### src/rtl/cmp_pipe.sv
// -----------------------------------------------------------------------------
// cmp_pipe
//
// Purpose:
//   Single-stage registered comparator with a valid/ready handshake on both
//   sides. Each accepted operand pair is compared according to a RISC-V branch
//   funct3 code. The one-bit result is held in an output register until the
//   consumer takes it. A saturating counter tallies the delivered results that
//   were true and came from a legal mode.
//
// Ports:
//   Clk          in   1      rising-edge clock
//   Rst          in   1      synchronous active-high reset
//   In_valid     in   1      operand pair presented
//   In_ready     out  1      block can accept an operand pair (combinational)
//   Vin_a        in   N      operand A
//   Vin_b        in   N      operand B
//   Mode         in   3      compare mode (funct3: EQ/NE/LT/GE/LTU/GEU)
//   Flush        in   1      drop the held result and refuse input this cycle
//   Out_valid    out  1      result held
//   Out_ready    in   1      consumer takes the result
//   Vout         out  1      compare result
//   Out_illegal  out  1      held result came from an unsupported mode
//   Clr_cnt      in   1      clear the hit counter
//   Hit_cnt      out  CNT_W  saturating count of delivered true results
// -----------------------------------------------------------------------------
module cmp_pipe #(
    parameter int N     = 32,
    parameter int CNT_W = 16
) (
    input  logic             Clk,
    input  logic             Rst,
    input  logic             In_valid,
    output logic             In_ready,
    input  logic [N-1:0]     Vin_a,
    input  logic [N-1:0]     Vin_b,
    input  logic [2:0]       Mode,
    input  logic             Flush,
    output logic             Out_valid,
    input  logic             Out_ready,
    output logic             Vout,
    output logic             Out_illegal,
    input  logic             Clr_cnt,
    output logic [CNT_W-1:0] Hit_cnt
);

    localparam logic [CNT_W-1:0] CNT_MAX = {CNT_W{1'b1}};
    localparam logic [CNT_W-1:0] CNT_ONE = {{(CNT_W-1){1'b0}}, 1'b1};

    logic accept;
    logic xfer;
    logic a_eq_b;
    logic a_lt_b_u;
    logic a_lt_b_s;
    logic next_vout;
    logic next_illegal;

    // The stage can take a new pair when it is empty or its current result
    // leaves on this same edge, which gives back-to-back throughput. Flush
    // blocks the input for the cycle it is asserted.
    assign In_ready = (!Out_valid || Out_ready) && !Flush;
    assign accept   = In_valid && In_ready;
    assign xfer     = Out_valid && Out_ready && !Flush;

    // Signed compare uses bit N-1 as the sign over the full operand width.
    assign a_eq_b   = (Vin_a == Vin_b);
    assign a_lt_b_u = (Vin_a < Vin_b);
    assign a_lt_b_s = ($signed(Vin_a) < $signed(Vin_b));

    // Mode decode. The two funct3 codes with no branch meaning (010, 011)
    // produce a false result flagged as illegal.
    always_comb begin
        next_vout    = 1'b0;
        next_illegal = 1'b0;
        case (Mode)
            3'b000:  next_vout = a_eq_b;
            3'b001:  next_vout = !a_eq_b;
            3'b100:  next_vout = a_lt_b_s;
            3'b101:  next_vout = !a_lt_b_s;
            3'b110:  next_vout = a_lt_b_u;
            3'b111:  next_vout = !a_lt_b_u;
            default: next_illegal = 1'b1;
        endcase
    end

    // Output holding register. Reset wins over everything; Flush empties the
    // stage without touching the data bits; otherwise a new acceptance
    // replaces the held result, and a plain transfer just empties the stage.
    always_ff @(posedge Clk) begin
        if (Rst) begin
            Out_valid   <= 1'b0;
            Vout        <= 1'b0;
            Out_illegal <= 1'b0;
        end else if (Flush) begin
            Out_valid <= 1'b0;
        end else if (accept) begin
            Out_valid   <= 1'b1;
            Vout        <= next_vout;
            Out_illegal <= next_illegal;
        end else if (xfer) begin
            Out_valid <= 1'b0;
        end
    end

    // Hit counter: counts transfers of true, legal results and sticks at its
    // maximum. A clear request wins over an increment on the same edge.
    always_ff @(posedge Clk) begin
        if (Rst) begin
            Hit_cnt <= '0;
        end else if (Clr_cnt) begin
            Hit_cnt <= '0;
        end else if (xfer && Vout && !Out_illegal && (Hit_cnt != CNT_MAX)) begin
            Hit_cnt <= Hit_cnt + CNT_ONE;
        end
    end

endmodule

### config.mk
export PLATFORM = sky130hd
export DESIGN_NAME = cmp_pipe
export DESIGN_NICKNAME = d
export VERILOG_FILES = /design/src/rtl/cmp_pipe.sv
export SDC_FILE = /design/constraint.sdc
export NUM_CORES = 1
export LEC_CHECK = 0
export CAP_MARGIN = 30
export CELL_PAD_IN_SITES_DETAIL_PLACEMENT = 0
export CELL_PAD_IN_SITES_GLOBAL_PLACEMENT = 1
export CORE_MARGIN = 10
export CORE_UTILIZATION = 28
export DETAILED_ROUTE_END_ITERATION = 10
export HOLD_SLACK_MARGIN = 0.08
export PLACE_DENSITY = 0.85
export SLEW_MARGIN = 20
export SYNTH_ARGS = -nofsm -noshare
export SYNTH_HDL_FRONTEND = slang
export SYNTH_SLANG_ARGS = --single-unit
### constraint.sdc
create_clock -name Clk -period 2.15 [get_ports Clk]
set_clock_uncertainty 0.05 [all_clocks]
set_input_delay 0.215 -clock Clk [delete_from_list [all_inputs] [get_ports Clk]]
set_output_delay 0.215 -clock Clk [all_outputs]
set_load 0.1 [all_outputs]
==> impl_metrics.py <==
metrics = {
    "run_status": {
        "status": "finished, violations left",
        "violations": "negative setup slack",
    },
    "die": {
        "core_um2": 6280,
        "die_w_um": 100,
        "io_pins": 93,
        "num_rows": 29,
        "initial_core_util": 0.286,
        "die_area_um2": 10000,
        "die_y_um": 100,
    },
    "worst_setup_path": {
        "start_kind": "primary input",
        "end_kind": "register",
        "slowest_stage": "or4_4",
        "crit_arrival_ns": 2.24,
        "cp_cell_sequence": "clkdlybuf4s50_1 > inv_1 > ha_1 > nand4_2 > or4_4 > nor3_1 > o31a_1 > nor3_2",
        "cp_slowest_stage_delay_ns": 0.57,
        "crit_buf_inv": 2,
        "critPathKind": "primary input to register",
        "critPathMaxFanout": 3,
        "worstPathRequired_ns": 2.24,
        "critPathTopFamily": "simple AND/OR/NAND/NOR gates",
    },
    "routing": {
        "ant_nets": 0,
        "vias_per_cell": 4.70,
        "vias": 1902,
        "first_pass_iters": 4,
        "drtIter0Drc": 34,
        "routed_wirelength_um": 5580,
        "wire_per_inst_um": 13.8,
        "drc": 0,
    },
    "layout": {
        "syn_to_final_growth_pct": 66.7,
        "multi_input_area_um2": 1360,
        "ff_latch_area_um2": 403,
        "final_nets": 435,
        "fillCellCount": 630,
        "final_layout_size_suffix_gt1_frac": 0.216,
        "diodes": 0,
    },
    "sta": {
        "period_needed_ns": 2.15,
        "slew_headroom": 0.751,
        "holdWs_ns": 0.446,
        "worst_slew_pin_slew_ns": 0.374,
        "finalSetupViolCount": 1,
        "rsz0062_at_grt": "yes",
        "finalMaxSlewViolations": 0,
        "setup_slack_ns": -0.00151,
        "hold_violations": 0,
        "fin_crit_sh": 1.00,
        "max_freq_mhz": 465,
    },
    "pwr": {
        "combPwrFrac": 0.383,
        "sw_frac_of_total": 0.276,
        "switching_power_w": 0.000268,
        "pwr_density_cell_nw_per_um2": 324,
        "internal-power_w": 0.000704,
        "p_leak_nw": 1.31,
        "clock_power_share": 0.249,
        "seqPwrFrac": 0.368,
        "vdd_ir_drop_max_uv": 202,
    },
    "clock_network": {
        "clk_pin_slew_worst_paths_ns": 0.07,
        "postCtsHoldBufs": 0,
        "cts_buffer_depth": 2,
        "insertion_delay_ns": 0.25,
        "post_cts_buffers": 0,
        "cts_tree": "done",
        "cts_buffers": 3,
        "ctsHtreeMaxLevel": 1,
        "clock_sinks": 19,
        "root_buffer": "clkbuf_8",
    },
    "hold_path": {
        "hold_class": "register to register",
    },
    "global_routing": {
        "overflow": 0,
        "grt_pass1_wl_um": 8970,
        "antenna_found_initial": 0,
        "grt_max_degree": 17,
        "first_global_vias": 1924,
        "grt_usage": 0.106,
    },
    "logic_synthesis": {
        "synth-seq-cells": 19,
        "synth_area_leader_cell": "ha_1",
        "synthCells": 223,
        "synth_area_leaders": "ha_1, dfxtp_1, inv_1, nor2_1, xnor2_1",
        "synth_nets": 329,
        "synth.top_cell.area_share": 0.230,
        "syn_area_per_cell_um2": 8.06,
        "ys_seq_area_frac": 0.212,
        "yosys_warnings": 0,
        "synth_cell_types": 38,
        "synth_area_um2": 1800,
    },
    "job": {
        "max_cap_violations": 0,
    },
    "place": {
        "dp_slack_ns": -0.319,
        "port_buffers": 92,
        "place.gp.congestion": 0.781,
        "dp_hpwl_um": 4860,
    },
}
## flip-flops by register name (all words and copies together), names as in the netlist
name	cells
Out_valid	1
Vout	1
Out_illegal	1
Hit_cnt	16
## power groups by stage
| stage | clock (W) | combinational, W | sequential (W) |
|---|---|---|---|
| floorplan | 0 | 0.000144 | 0.000386 |
| global placement | 0 | 0.000355 | 0.000366 |
| detailed placement | 0 | 0.000359 | 0.000366 |
| CTS | 0.000252 | 0.000366 | 0.000357 |
| global route | 0.000273 | 0.000413 | 0.000357 |
| finish | 0.000242 | 0.000372 | 0.000358 |
## cells in the final DEF, fill, tap and decap left out, types with 2 or more instances in the layout
cell	n
nand2_1	16
inv_1	35
xor2_1	7
nand3b_1	2
ha_1	28
and4_1	4
o211ai_1	2
clkdlybuf4s50_1	72
o21ai_0	2
nor3_1	7
buf_4	30
o31a_1	2
and3_1	3
nor2_1	24
xnor2_1	9
a21oi_1	14
nand4_2	2
ha_4	5
clkbuf_8	3
mux2i_1	3
nand3_1	6
nor2b_1	3
dfxtp_2	18
nand4_1	8
## final cells by class
class / instances / share of cell area
clock buffer: 4 / 0.0150
inverter: 35 / 0.0438
multi-input combinational: 167 / 0.452
timing repair buffer: 103 / 0.322
sequential: 19 / 0.134
tap: 77 / 0.0321
## through the flow
stage | TNS (ns) | instance area (um^2) | instances | util | total power [W]
after detailed placement | -0.319 | 2880 | 401 | 0.458 | 0.000725
after global routing | -0.102 | 3000 | 405 | 0.478 | 0.00104
after floorplan | 0 | 1820 | 223 | - | 0.000530
after global placement | -0.270 | 2880 | 401 | 0.458 | 0.000721
final | -0.00151 | 3000 | 405 | 0.478 | 0.000972
after CTS | 0 | 2940 | 405 | 0.469 | 0.000976
## cells by family after synthesis
group           share of synthesized area
xor+xnor                           0.0779
fa+ha+maj                           0.230
mux                                0.0167
buf+inv                            0.0772
flops                               0.212
compound gates                      0.104
simple gates                        0.283
## synth_stat cells
master and count:
o21ai_0 2, xnor2_1 9, xor2_1 7, nor2b_1 3, o21ai_1 1, a21oi_1 14
a211o_1 1, nor2_1 25, nand3_1 6, nor3b_2 1, mux2i_1 3, nand4_4 1
dfxtp_1 19, a31oi_1 1, clkbuf_1 2, nand2_1 16, nor3_1 7, nor4_4 1
nor4_1 2, inv_1 35, o211ai_1 2, o31ai_4 1, o2111ai_1 1, nand4_2 2
nand2_2 1, ha_1 33, o31a_1 2, nor3b_4 1, a221oi_1 2, nand4_1 8
nor3_2 1, and4_1 4, or2_2 1, or4_4 1, a211oi_1 1, or3_1 1
and3_1 3, nand3b_1 2
## worst paths after layout
path	start	to	slack (ns)	depth (start not counted)
min	Hit_cnt[1]	Hit_cnt[1]	0.45	2
max	Vin_b[25]	Vout	-0.002	8
max reg2reg	Hit_cnt[6]	Hit_cnt[7]	0.32	6
min reg2reg	Hit_cnt[1]	Hit_cnt[1]	0.45	2
## worst register-to-register path: cells and delay by family (launching register included)
kind,cells,cell delay [ns]
simple gates,4,0.73
flops,1,0.38
xor+xnor,1,0.15
compound gates,1,0.42
## repair_timing
item                                    CTS  global route
pin swaps                                 4             4
endpoints found under the setup margin    1             1
gates resized for setup                   2             5
## routing by layer
layer	vias up	routed length (um)	track usage
met5	-	0	0
met4	0	23	0.0196
met3	2	260	0.0172
met2	53	2970	0.209
met1	860	2320	0.115
li1	987	-	-
No activity file was read; power rests on OpenSTA's default activity.
